<file path="config.mk">
export PLATFORM = sky130hd
export DESIGN_NAME = vga_timing_gen_flat
export DESIGN_NICKNAME = d
export VERILOG_FILES = /design/src/rtl/vga_timing_pkg.sv /design/src/rtl/vga_timing_gen_if.sv /design/src/rtl/vga_axis_counter.sv /design/src/rtl/vga_timing_gen.sv /design/src/flat_wrapper.sv
export SDC_FILE = /design/constraint.sdc
export NUM_CORES = 1
export LEC_CHECK = 0
export CAP_MARGIN = 20
export CORE_ASPECT_RATIO = 1.5
export CORE_MARGIN = 1
export CORE_UTILIZATION = 59
export CTS_CLUSTER_DIAMETER = 120
export CTS_CLUSTER_SIZE = 25
export DETAILED_ROUTE_END_ITERATION = 6
export PLACE_DENSITY = 0.85
export SYNTH_ARGS = -nofsm -noshare
export SYNTH_HDL_FRONTEND = slang
export SYNTH_SLANG_ARGS = --single-unit
</file>
<file path="constraint.sdc">
create_clock -name i_clock -period 4.2 [get_ports i_clock]
set_input_delay 0.84 -clock i_clock [delete_from_list [all_inputs] [get_ports i_clock]]
set_output_delay 0.84 -clock i_clock [all_outputs]
set_load 0.03 [all_outputs]
</file>
<file path="src/rtl/vga_timing_pkg.sv">
// Shared constants for the VGA raster timing generator: standard mode timings,
// sync polarity encodings and the per-axis total helper.
package vga_timing_pkg;

   localparam int POL_POS = 1;
   localparam int POL_NEG = 0;

   // 640x480@60, totals 800 x 525
   localparam int M640_H_ACTIVE = 640;
   localparam int M640_H_FP     = 16;
   localparam int M640_H_SYNC   = 96;
   localparam int M640_H_BP     = 48;
   localparam int M640_V_ACTIVE = 480;
   localparam int M640_V_FP     = 10;
   localparam int M640_V_SYNC   = 2;
   localparam int M640_V_BP     = 33;

   // 800x600@60, totals 1056 x 628
   localparam int M800_H_ACTIVE = 800;
   localparam int M800_H_FP     = 40;
   localparam int M800_H_SYNC   = 128;
   localparam int M800_H_BP     = 88;
   localparam int M800_V_ACTIVE = 600;
   localparam int M800_V_FP     = 1;
   localparam int M800_V_SYNC   = 4;
   localparam int M800_V_BP     = 23;

   function automatic int axis_total(input int active, input int fp, input int sync, input int bp);
      return active + fp + sync + bp;
   endfunction

endpackage

</file>
<file path="src/rtl/vga_timing_gen_if.sv">
// Video output bundle of the timing generator: syncs, display enable,
// coordinates, strobes, frame counter and test-pattern RGB.
interface vga_timing_gen_if #(
   parameter int CW      = 12,
   parameter int FRAME_W = 8
);
   logic               o_hsync;
   logic               o_vsync;
   logic               o_de;
   logic [CW-1:0]      o_x;
   logic [CW-1:0]      o_y;
   logic               o_line_start;
   logic               o_frame_start;
   logic [FRAME_W-1:0] o_frame_count;
   logic               o_red;
   logic               o_green;
   logic               o_blue;

   modport master (
      output o_hsync, o_vsync, o_de, o_x, o_y, o_line_start, o_frame_start,
             o_frame_count, o_red, o_green, o_blue
   );

   modport slave (
      input  o_hsync, o_vsync, o_de, o_x, o_y, o_line_start, o_frame_start,
             o_frame_count, o_red, o_green, o_blue
   );
endinterface

</file>
<file path="src/rtl/vga_axis_counter.sv">
// One raster axis: a wrap counter over ACTIVE+FP+SYNC+BP positions with
// combinational wrap/active/sync decode of the current count.
module vga_axis_counter
   import vga_timing_pkg::*;
#(
   parameter int ACTIVE = 800,
   parameter int FP     = 40,
   parameter int SYNC   = 128,
   parameter int BP     = 88,
   parameter int CW     = 12
) (
   input  logic          clk,
   input  logic          rst_n,
   input  logic          step,
   output logic [CW-1:0] count,
   output logic          wrap,
   output logic          active,
   output logic          sync_active
);

   localparam int TOTAL = axis_total(ACTIVE, FP, SYNC, BP);

   generate
      if (ACTIVE < 1 || FP < 1 || SYNC < 1 || BP < 1 || CW < 1) begin : g_bad_param
         $error("vga_axis_counter: every timing parameter and CW must be >= 1");
      end
      if (longint'(TOTAL) > (longint'(1) << CW)) begin : g_bad_width
         $error("vga_axis_counter: axis total does not fit in CW bits");
      end
   endgenerate

   // All bounds stay below 2**CW because BP >= 1 keeps sync end under TOTAL.
   localparam logic [CW-1:0] LAST       = CW'(TOTAL - 1);
   localparam logic [CW-1:0] ACT_END    = CW'(ACTIVE);
   localparam logic [CW-1:0] SYNC_BEGIN = CW'(ACTIVE + FP);
   localparam logic [CW-1:0] SYNC_END   = CW'(ACTIVE + FP + SYNC);

   assign wrap        = (count == LAST);
   assign active      = (count < ACT_END);
   assign sync_active = (count >= SYNC_BEGIN) && (count < SYNC_END);

   always_ff @(posedge clk or negedge rst_n) begin
      if (!rst_n) begin
         count <= '0;
      end else if (step) begin
         count <= wrap ? '0 : count + 1'b1;
      end
   end

endmodule

</file>
<file path="src/rtl/vga_timing_gen.sv">
// Parametrised VGA raster timing generator with a single registered output stage.
// Optional quadrant test pattern on RGB when VGA_TESTPATTERN_EN is defined.
module vga_timing_gen
   import vga_timing_pkg::*;
#(
   parameter int H_ACTIVE   = M800_H_ACTIVE,
   parameter int H_FP       = M800_H_FP,
   parameter int H_SYNC     = M800_H_SYNC,
   parameter int H_BP       = M800_H_BP,
   parameter int V_ACTIVE   = M800_V_ACTIVE,
   parameter int V_FP       = M800_V_FP,
   parameter int V_SYNC     = M800_V_SYNC,
   parameter int V_BP       = M800_V_BP,
   parameter int H_SYNC_POL = POL_POS,
   parameter int V_SYNC_POL = POL_POS,
   parameter int CW         = 12,
   parameter int FRAME_W    = 8
) (
   input  logic              i_clock,
   input  logic              i_reset_n,
   input  logic              i_enable,
   vga_timing_gen_if.master  vid
);

   generate
      if (FRAME_W < 1) begin : g_bad_frame_w
         $error("vga_timing_gen: FRAME_W must be >= 1");
      end
   endgenerate

   localparam logic H_ON = (H_SYNC_POL != 0);
   localparam logic V_ON = (V_SYNC_POL != 0);

   logic [CW-1:0]      h_count, v_count;
   logic               h_wrap, v_wrap, h_active, v_active, h_sync, v_sync;
   logic [FRAME_W-1:0] frame_cnt;
   logic               de_next;

   assign de_next = h_active && v_active;

   vga_axis_counter #(
      .ACTIVE(H_ACTIVE), .FP(H_FP), .SYNC(H_SYNC), .BP(H_BP), .CW(CW)
   ) u_h_axis (
      .clk(i_clock), .rst_n(i_reset_n), .step(i_enable),
      .count(h_count), .wrap(h_wrap), .active(h_active), .sync_active(h_sync)
   );

   vga_axis_counter #(
      .ACTIVE(V_ACTIVE), .FP(V_FP), .SYNC(V_SYNC), .BP(V_BP), .CW(CW)
   ) u_v_axis (
      .clk(i_clock), .rst_n(i_reset_n), .step(i_enable && h_wrap),
      .count(v_count), .wrap(v_wrap), .active(v_active), .sync_active(v_sync)
   );

   // Counts on the v-wrap edge; the output copy lands with the next (0,0).
   always_ff @(posedge i_clock or negedge i_reset_n) begin
      if (!i_reset_n) begin
         frame_cnt <= '0;
      end else if (i_enable && h_wrap && v_wrap) begin
         frame_cnt <= frame_cnt + 1'b1;
      end
   end

   always_ff @(posedge i_clock or negedge i_reset_n) begin
      if (!i_reset_n) begin
         vid.o_hsync       <= ~H_ON;
         vid.o_vsync       <= ~V_ON;
         vid.o_de          <= 1'b0;
         vid.o_x           <= '0;
         vid.o_y           <= '0;
         vid.o_line_start  <= 1'b0;
         vid.o_frame_start <= 1'b0;
         vid.o_frame_count <= '0;
      end else if (i_enable) begin
         vid.o_hsync       <= h_sync ? H_ON : ~H_ON;
         vid.o_vsync       <= v_sync ? V_ON : ~V_ON;
         vid.o_de          <= de_next;
         vid.o_x           <= h_count;
         vid.o_y           <= v_count;
         vid.o_line_start  <= (h_count == '0);
         vid.o_frame_start <= (h_count == '0) && (v_count == '0);
         vid.o_frame_count <= frame_cnt;
      end
   end

`ifdef VGA_TESTPATTERN_EN
   always_ff @(posedge i_clock or negedge i_reset_n) begin
      if (!i_reset_n) begin
         vid.o_red   <= 1'b0;
         vid.o_green <= 1'b0;
         vid.o_blue  <= 1'b0;
      end else if (i_enable) begin
         vid.o_red   <= de_next;
         vid.o_green <= de_next && (h_count < CW'(H_ACTIVE / 2));
         vid.o_blue  <= de_next && (v_count < CW'(V_ACTIVE / 2));
      end
   end
`else
   assign vid.o_red   = 1'b0;
   assign vid.o_green = 1'b0;
   assign vid.o_blue  = 1'b0;
`endif

endmodule

</file>
<file path="src/flat_wrapper.sv">
// flat-port wrapper written by rule: the top's interface ports become plain ports
module vga_timing_gen_flat import vga_timing_pkg::*;
#(
   parameter int H_ACTIVE   = M800_H_ACTIVE,
   parameter int H_FP       = M800_H_FP,
   parameter int H_SYNC     = M800_H_SYNC,
   parameter int H_BP       = M800_H_BP,
   parameter int V_ACTIVE   = M800_V_ACTIVE,
   parameter int V_FP       = M800_V_FP,
   parameter int V_SYNC     = M800_V_SYNC,
   parameter int V_BP       = M800_V_BP,
   parameter int H_SYNC_POL = POL_POS,
   parameter int V_SYNC_POL = POL_POS,
   parameter int CW         = 12,
   parameter int FRAME_W    = 8
)
  (i_clock, i_reset_n, i_enable, vid_o_hsync, vid_o_vsync, vid_o_de, vid_o_x, vid_o_y, vid_o_line_start, vid_o_frame_start, vid_o_frame_count, vid_o_red, vid_o_green, vid_o_blue);
  vga_timing_gen_if #(.CW(CW), .FRAME_W(FRAME_W)) vid_i ();
  input  logic i_clock;
  input  logic i_reset_n;
  input  logic i_enable;
  output wire logic [$bits(vid_i.o_hsync)-1:0] vid_o_hsync;
  output wire logic [$bits(vid_i.o_vsync)-1:0] vid_o_vsync;
  output wire logic [$bits(vid_i.o_de)-1:0] vid_o_de;
  output wire logic [$bits(vid_i.o_x)-1:0] vid_o_x;
  output wire logic [$bits(vid_i.o_y)-1:0] vid_o_y;
  output wire logic [$bits(vid_i.o_line_start)-1:0] vid_o_line_start;
  output wire logic [$bits(vid_i.o_frame_start)-1:0] vid_o_frame_start;
  output wire logic [$bits(vid_i.o_frame_count)-1:0] vid_o_frame_count;
  output wire logic [$bits(vid_i.o_red)-1:0] vid_o_red;
  output wire logic [$bits(vid_i.o_green)-1:0] vid_o_green;
  output wire logic [$bits(vid_i.o_blue)-1:0] vid_o_blue;
  assign vid_o_hsync = vid_i.o_hsync;
  assign vid_o_vsync = vid_i.o_vsync;
  assign vid_o_de = vid_i.o_de;
  assign vid_o_x = vid_i.o_x;
  assign vid_o_y = vid_i.o_y;
  assign vid_o_line_start = vid_i.o_line_start;
  assign vid_o_frame_start = vid_i.o_frame_start;
  assign vid_o_frame_count = vid_i.o_frame_count;
  assign vid_o_red = vid_i.o_red;
  assign vid_o_green = vid_i.o_green;
  assign vid_o_blue = vid_i.o_blue;
  vga_timing_gen #(.H_ACTIVE(H_ACTIVE), .H_FP(H_FP), .H_SYNC(H_SYNC), .H_BP(H_BP), .V_ACTIVE(V_ACTIVE), .V_FP(V_FP), .V_SYNC(V_SYNC), .V_BP(V_BP), .H_SYNC_POL(H_SYNC_POL), .V_SYNC_POL(V_SYNC_POL), .CW(CW), .FRAME_W(FRAME_W)) u_core (.i_clock(i_clock), .i_reset_n(i_reset_n), .i_enable(i_enable), .vid(vid_i));
endmodule
</file>
==> results of run 1 <==
[cells by family after synthesis]
kind of cell,after synthesis
DFF,69
other,1
xor gates and xnor gates,19
buffers and inverters,27
muxes,35
and+or+nand+nor,87
adders and majority gates,7
AOI/OAI and AO/OA,27
[report_power, final]
group | internal, mW | leakage [nW] | switching (mW)
registers | 0.722 | 0.902 | 0.0753
logic | 0.109 | 0.716 | 0.135
clock network | 0.331 | 0.107 | 0.234
total | 1.16 | 1.72 | 0.444
[metrics by stage]
step,worst slack (ps),instances,hold slack [ps]
after global routing,1370,382,501
after global placement,1280,365,465
after detailed placement,1200,365,460
after CTS,1540,381,475
after floorplan,1800,274,436
final,1490,382,475
[metal layers]
metal | global-route usage [%] | up-vias | part of all wire [%]
met5 | 0 | - | 0
met4 | 15.7 | 0 | 4.5
met3 | 6.77 | 30 | 4.4
met2 | 43.3 | 89 | 53
met1 | 29.8 | 1129 | 38
li1 | - | 1033 | -
[Yosys cell counts, types with 4 or more instances]
cell and instances:
nand2_1 19, nand3_1 9, mux2_2 34, xor2_1 12
nor4_1 5, xnor2_1 7, dfrtp_1 69, and4_1 4
nor3_1 10, nor2_1 15, clkbuf_1 13, inv_1 9
nand4_1 9, o21ai_0 12, ha_1 7
[state kept, by name, indices dropped and copies added, names as in the netlist]
register,cells
u_core.u_h_axis.count,12
u_core.u_v_axis.count,12
u_core.vid.o_x,12
u_core.vid.o_y,12
u_core.frame_cnt,8
u_core.vid.o_frame_count,8
u_core.vid.o_de,1
u_core.vid.o_frame_start,1
u_core.vid.o_hsync,1
u_core.vid.o_line_start,1
u_core.vid.o_vsync,1
[final timing paths]
check	slack (ps)	startpoint	cells past startpoint	to
min	470	u_core.frame_cnt[7]$_DFFE_PN0P_	1	u_core.frame_cnt[7]$_DFFE_PN0P_
max reg2reg	1900	u_core.u_h_axis.count[7]$_DFFE_PN0P_	4	u_core.u_v_axis.count[3]$_DFFE_PN0P_
min reg2reg	470	u_core.frame_cnt[7]$_DFFE_PN0P_	1	u_core.frame_cnt[7]$_DFFE_PN0P_
max	1490	i_enable	5	u_core.u_v_axis.count[3]$_DFFE_PN0P_
min in group asynchronous	630	i_reset_n	1	u_core.vid.o_x[5]$_DFFE_PN0P_
max in group asynchronous	2680	i_reset_n	2	u_core.u_v_axis.count[1]$_DFFE_PN0P_
[area by class of cell]
class,count,area [um^2],area share (%)
multi-input combinational,178,1320,34.9
tap,68,85.1,2.25
sequential,69,1730,45.7
clock inverter,5,75.1,1.99
timing repair buffer,42,405,10.7
inverter,9,33.8,0.894
clock buffer,11,131,3.48
==> metrics, run 1 <==
status completed; largest cells by area after synthesis dfrtp_1 55%, mux2_2 12%, xor2_1 3.3%, ha_1 2.8%, nand2_1 2.3%; Port Buffer Count 39; clk_lat worst skew 350 ps; final core occ 73.1%; WS Path Type in -> reg; worst slew pin tran 924 ps; GPL Wtd Cong 0.931; Synth Area per Inst 11.6 um^2; CTS resizes 0; min Tclk post-route 2710 ps; core area 5160 um^2; fillers 363; Area growth syn-to-layout 19.3%; crit path cell chain clkdlybuf4s50_1 -> nor3b_1 -> nand4_1 -> or4_1 -> nand2_1; Post-Synth Adder-Cell Area 2.77%; Reg clk slew, reported paths 70 ps; Power Total 1.61 mW; first-pass GRT wire length 10,800 um; Final Cycle Share 64.6%; Crit path buffers/inverters 1; HP Class reg -> reg; Slew headroom 38.4%; antenna-violating nets left 0; Sink Count 69; Slew Limit Fails 0; drt wl/cell 16.9 um; delay-heaviest family, CP simple AND/OR/NAND/NOR gates; final instance area 3780 um^2; Seq cells post-synth 69; Synth cell types 39; Die Span X 61.8 um; Async SR Flop Fraction 100%; Finish-stage setup viols 0; number of antenna violations at the first check in global routing 0; Top Ports 43; Power per Cell Area 425 nW/um^2; Worst IR Drop VDD 0.370 mV; main combinational cell family by area after synthesis simple AND/OR/NAND/NOR gates; CTS root buffer clkbuf_8; initial core utilization 61.3%; Synth Cell Area 3170 um^2; post-synthesis simple-gate area fraction 15.3%; Pre-Repair DR Iteration Count 4; Via Count 2,281; CP max stage delay 670 ps; sequential share of the synthesized area 54.5%; WL final 6470 um; cell taking the most area after synthesis dfrtp_1; highest clock rate 0.368 GHz; Die ar. 5670 um^2; complex-gate fraction of the synthesized area 5.57%; largest net degree at the start of global routing 44; setup TNS 0 ps; H-tree levels 3; area post-placement 3570 um^2; Synth Instances 272; CTS Buf Count 9; final hold viol count 0; Max Clock Skew 6.89 ps; Slowest-stage cell, CP or4_1; synth warn 0; Rows 32; final net count 319; CP endpoint kind register; vias in the first global route 2,313; CTS tree yes; CP Launch Type input port; mux cell area share after synthesis 12.4%; Longest Clk Path Bufs 2; Critical Path Fanout Max 13; Residual DRC 0; layout cell share with drive strength beyond 1 18.5%; Post-DP HPWL 4380 um; Antenna diodes 0; WP data arrival 3000 ps; chip height 91.7 um; EDFF count, synth 0; Pleak 1.72 nW; total grt overflow 0; postcts setup bufs 0; vias per cell 5.97; most common cell after layout, fill and taps aside dfrtp_1; cts hold-fix bufs 0; ys flop type dfrtp_1; total global-route track usage 26.5%; RSZ-0062 raised after global routing no; commonest cells after routing, fill and taps aside 69 x dfrtp_1, 38 x clkdlybuf4s50_1, 34 x mux2_2; top cell type's share of synthesized area 54.5%; Initial DRC Count 196; Max Cap Violations 0; Synth Area in XOR/XNOR 5.25%; Required @ worst endpoint 4490 ps
No activity file was read; power rests on OpenSTA's default activity.
==> run 2: changes to the inputs <==
--- a/config.mk
+++ b/config.mk
@@ -8,11 +8,11 @@
 export CAP_MARGIN = 20
 export CORE_ASPECT_RATIO = 1.5
 export CORE_MARGIN = 1
-export CORE_UTILIZATION = 59
+export CORE_UTILIZATION = 54
 export CTS_CLUSTER_DIAMETER = 120
 export CTS_CLUSTER_SIZE = 25
 export DETAILED_ROUTE_END_ITERATION = 6
-export PLACE_DENSITY = 0.85
+export PLACE_DENSITY = 0.79
 export SYNTH_ARGS = -nofsm -noshare
 export SYNTH_HDL_FRONTEND = slang
 export SYNTH_SLANG_ARGS = --single-unit
==> constraint.sdc (replaced) <==
create_clock -name i_clock -period 2.6 [get_ports i_clock]
set_input_delay 0.52 -clock i_clock [delete_from_list [all_inputs] [get_ports i_clock]]
set_output_delay 0.52 -clock i_clock [all_outputs]
set_load 0.03 [all_outputs]
==> run 2 against run 1 <==
Against the previous run:
- clock-buffer cell count increased by 1
- sequential power increased by 59%
- flip-flop and latch count unchanged
- utilization fell by 5.0 points
- first-iteration DRC count shrank 17%
- final cell count grew 1.6%
- largest power group unchanged
- critical endpoint is now u_core.frame_cnt[5]$_DFFE_PN0P_
- wire length is 5.3% lower
==> metrics, run 2 (synthesis gave the netlist of run 1 again) <==
status completed; final hold viol count 0; number of cells in the finished layout apart from fillers 388; Sw Pwr 712 uW; CTS Buf Count 9; total grt overflow 0; Antenna diodes 0; CTS resizes 0; Comb power frac 16.5%; Reg clk slew, reported paths 70 ps; final core occ 68.1%; postcts setup bufs 0; Longest Clk Path Bufs 2; vias in the first global route 2,217; Area growth syn-to-layout 19.9%; Post-DP HPWL 4310 um; Top Ports 43; largest net degree at the start of global routing 47; Pleak 1.74 nW; Die Span X 64.5 um; Port Buffer Count 39; Power per Cell Area 660 nW/um^2; core area 5570 um^2; placed insts 372; first-pass GRT wire length 10,600 um; CTS root buffer clkbuf_8; vias per cell 5.77; Critical Path Fanout Max 9; clk_lat worst skew 350 ps; Rows 33; Max Cap Violations 0; clock power share 32.9%; most common cell after layout, fill and taps aside dfrtp_1; initial core utilization 56.8%; highest clock rate 0.447 GHz; RSZ-0062 raised after global routing no; CP Launch Type register; min Tclk post-route 2230 ps; GPL Wtd Cong 0.947; final instance area 3800 um^2; WP data arrival 2500 ps; worst setup path start u_core.u_v_axis.count[8]$_DFFE_PN0P_; antenna-violating nets left 0; Reg power frac 50.6%; most used cell, CP or4_4; Initial DRC Count 162; chip height 95.8 um; Crit path buffers/inverters 0; Slowest-stage cell, CP or4_4; total global-route track usage 23.1%; commonest cells after routing, fill and taps aside 69 x dfrtp_1, 37 x clkdlybuf4s50_1, 34 x mux2_2; crit path cell chain or4_4 -> or4_4 -> nor4_2 -> xor2_1; final net count 323; Pre-Repair DR Iteration Count 4; Via Count 2,239; Sw Ratio 28.4%; Finish-stage setup viols 0; number of antenna violations at the first check in global routing 0; H-tree levels 3; cts hold-fix bufs 0; setup TNS 0 ps; layout cell share with drive strength beyond 1 19.5%; Sink Count 69; Die ar. 6180 um^2; drt wl/cell 15.8 um; Slew Limit Fails 0; Max Clock Skew 11.4 ps; Slew headroom 62.9%; Required @ worst endpoint 2860 ps; HP Class in -> async; Int Pwr 1.79 mW; Final Cycle Share 86.0%; CP endpoint kind register; delay-heaviest family, CP simple AND/OR/NAND/NOR gates; area post-placement 3610 um^2; WS Path Type reg -> reg; Residual DRC 0; WL final 6120 um; worst slew pin tran 553 ps; RR Startpoint u_core.u_v_axis.count[8]$_DFFE_PN0P_; worst hold margin 159 ps; CTS tree yes; Worst IR Drop VDD 0.471 mV; CP max stage delay 630 ps
==> run 2: final cells by class <==
type / instances / area, um^2
Clock buffer: 12 / 135
Clock inverter: 4 / 48.8
Fill cell: 430 / 1780
Inverter: 9 / 33.8
Multi-Input combinational cell: 178 / 1320
Sequential cell: 69 / 1730
Tap cell: 70 / 87.6
Timing Repair Buffer: 46 / 445
==> run 2: stage by stage <==
step / total power [mW] / worst slack, ps
after floorplan: 1.53 / 415
after global placement: 1.69 / 420
after detailed placement: 1.70 / 340
after CTS: 2.53 / 362
after global routing: 2.61 / 160
final: 2.51 / 365
==> run 2: power groups by stage <==
stage	Clock, mW	Sequential [mW]	Combinational [mW]
after floorplan	0	1.34	0.185
after global placement	0	1.28	0.406
after detailed placement	0	1.29	0.415
after CTS	0.846	1.27	0.416
after global routing	0.886	1.28	0.441
final	0.825	1.27	0.412
==> run 2: final timing paths <==
kind,endpoint,slack [ps],depth (start not counted)
worst max-delay path,u_core.frame_cnt[5]$_DFFE_PN0P_,370,4
worst min-delay path,u_core.vid.o_x[7]$_DFFE_PN0P_,160,1
worst max register to register,u_core.frame_cnt[5]$_DFFE_PN0P_,370,4
worst min register to register,u_core.frame_cnt[7]$_DFFE_PN0P_,470,1
max in group asynchronous,u_core.frame_cnt[2]$_DFFE_PN0P_,1810,2
min in group i_clock,u_core.frame_cnt[7]$_DFFE_PN0P_,470,1
==> run 2: routing by layer <==
layer	vias to the layer above	GRT usage (%)	wire length (um)
met5	-	0	0
met4	0	13.1	183
met3	16	5.45	239
met2	55	39.1	3170
met1	1124	26.6	2530
li1	1044	-	-
==> run 3: changes to the inputs <==
--- a/config.mk
+++ b/config.mk
@@ -8,11 +8,11 @@
 export CAP_MARGIN = 20
 export CORE_ASPECT_RATIO = 1.5
 export CORE_MARGIN = 1
-export CORE_UTILIZATION = 54
+export CORE_UTILIZATION = 48
 export CTS_CLUSTER_DIAMETER = 120
 export CTS_CLUSTER_SIZE = 25
 export DETAILED_ROUTE_END_ITERATION = 6
-export PLACE_DENSITY = 0.79
+export PLACE_DENSITY = 0.71
 export SYNTH_ARGS = -nofsm -noshare
 export SYNTH_HDL_FRONTEND = slang
 export SYNTH_SLANG_ARGS = --single-unit
==> run 3 against run 2 <==
Against the previous run:
- non-clock buffer count decreased by 2
- power increased by 3.8%
- sequential power about the same
- wire length increased by 1.2%
- final cell count increased by 0.52%
- maximum frequency increased by 1.3%
- global-route usage decreased by 2.9 points
- highest routed layer unchanged
==> metrics, run 3 (synthesis gave the netlist of run 1 again) <==
FF-to-FF End u_core.frame_cnt[5]$_DFFE_PN0P_; FF+latch area 1730 um^2; Max Clock Skew 8.82 ps; Die Span X 68.3 um; RSZ-0062 raised after global routing no; Slowest-stage cell, CP or4_4; total grt overflow 0; Slew headroom 55.3%; Comb power frac 15.0%; Crit path buffers/inverters 0; vias in the first global route 2,138; postcts setup bufs 0; met1 GRT Util 24.2%; Sw Ratio 28.2%; Longest Clk Path Bufs 2; fillers 497; R2R setup slack 390 ps; Post-DP HPWL 4290 um; CTS resizes 0; min Tclk post-route 2210 ps; initial core utilization 50.6%; Worst R2R Path Depth 4; Int Pwr 1.87 mW; Via Count 2,221; CTS Buf Count 9; Pleak 1.74 nW; Max Cap Violations 0; Power Total 2.60 mW; final net count 321; WL final 6200 um; GPL Wtd Cong 0.861; setup TNS 0 ps; most common cell after layout, fill and taps aside dfrtp_1; Port Buffer Count 39; critical path depth 4; Initial DRC Count 148; HP Class in -> async; total global-route track usage 20.2%; crit path capture u_core.frame_cnt[5]$_DFFE_PN0P_; RR Startpoint u_core.u_v_axis.count[8]$_DFFE_PN0P_; vias per cell 5.69; Finish-stage setup viols 0; Residual DRC 0; Power per Cell Area 680 nW/um^2; Sink Count 69; first-pass GRT wire length 10,200 um; Reg clk slew, reported paths 70 ps; met3 usage 5.41%; multi-input logic area 1320 um^2; busiest grt layer met2; met2 usage 33.4%; core area 6260 um^2; Die ar. 6930 um^2; Final Cycle Share 84.9%; WS Path Type reg -> reg; H-tree levels 3; worst slew pin tran 671 ps; number of antenna violations at the first check in global routing 0; Rows 35; CP endpoint kind register; Antenna diodes 0; CP Launch Type register; Reg power frac 49.0%; Worst IR Drop VDD 0.366 mV; chip height 101 um; CTS tree yes; highest clock rate 0.453 GHz; clk_lat worst skew 340 ps; Required @ worst endpoint 2860 ps; worst setup path start u_core.u_v_axis.count[8]$_DFFE_PN0P_; cts hold-fix bufs 0; Sw Pwr 735 uW; drt wl/cell 15.9 um; WP data arrival 2470 ps; CTS root buffer clkbuf_8; Pre-Repair DR Iteration Count 4; antenna-violating nets left 0; commonest cells after routing, fill and taps aside 69 x dfrtp_1, 37 x clkdlybuf4s50_1, 34 x mux2_2; status completed; most used cell, CP or4_4; largest net degree at the start of global routing 43; crit path cell chain or4_4 -> or4_4 -> nor4_2 -> xor2_1; Critical Path Fanout Max 9; final hold viol count 0; layout cell share with drive strength beyond 1 19.9%; clock power share 35.9%; CP max stage delay 630 ps; delay-heaviest family, CP simple AND/OR/NAND/NOR gates; Slew Limit Fails 0; Top Ports 43; Area growth syn-to-layout 20.7%
[run 3: changes by cell type in the layout (fill, tap and decap cells not counted), sizes merged]
cell      previous run  this run
inv                  9        10
clkbuf              12        13
clkinv               3         0
buf                  9         6
clkinvlp             0         2
[run 3: power groups by stage]
stage          logic [mW]  clock network (mW)  registers [mW]
5_1_grt             0.427                1.01            1.29
2_1_floorplan       0.185                   0            1.34
4_1_cts             0.396               0.956            1.28
6_report            0.391               0.935            1.28
3_3_place_gp        0.387                   0            1.29
3_5_place_dp        0.395                   0            1.30
[run 3: stage by stage]
step	instance area [um^2]	util, %	hold slack, ps	setup WS, ps	std cells
after CTS	3820	61.0	211	385	390
after global routing	3820	61.0	238	269	390
after detailed placement	3600	57.5	463	407	374
after floorplan	3170	-	224	415	274
after global placement	3600	57.5	467	439	374
final	3820	61.0	208	393	390
[run 3: worst min path at each step]
| stage | startpoint | end | depth (start not counted) | slack, ps |
|---|---|---|---|---|
| CTS | i_reset_n | u_core.vid.o_x[5]$_DFFE_PN0P_ | 1 | 210 |
| floorplan | i_reset_n | u_core.frame_cnt[0]$_DFFE_PN0P_ | 0 | 220 |
| detailed placement | u_core.frame_cnt[7]$_DFFE_PN0P_ | u_core.frame_cnt[7]$_DFFE_PN0P_ | 1 | 460 |
| global route | i_reset_n | u_core.vid.o_x[5]$_DFFE_PN0P_ | 1 | 240 |
| global placement | u_core.frame_cnt[7]$_DFFE_PN0P_ | u_core.frame_cnt[7]$_DFFE_PN0P_ | 1 | 470 |
| finish | i_reset_n | u_core.vid.o_x[5]$_DFFE_PN0P_ | 1 | 210 |
[run 3: cell type report]
cell class                 count  share of cell area, %
sequential                    69                   45.2
timing repair buffer          44                   11.3
inverter                       9                  0.884
clock inverter                 4                   1.41
clock buffer                  12                   4.32
tap                           74                   2.42
multi-input combinational    178                   34.5
[run 3: per-layer routing]
layer  up-vias  part of all wire (%)  routed length [um]
met1      1107                    42                2610
met3        13                   4.1                 251
met2        64                    51                3190
li1       1037                     -                   -
met4         0                   2.3                 143
met5         -                     0                   0
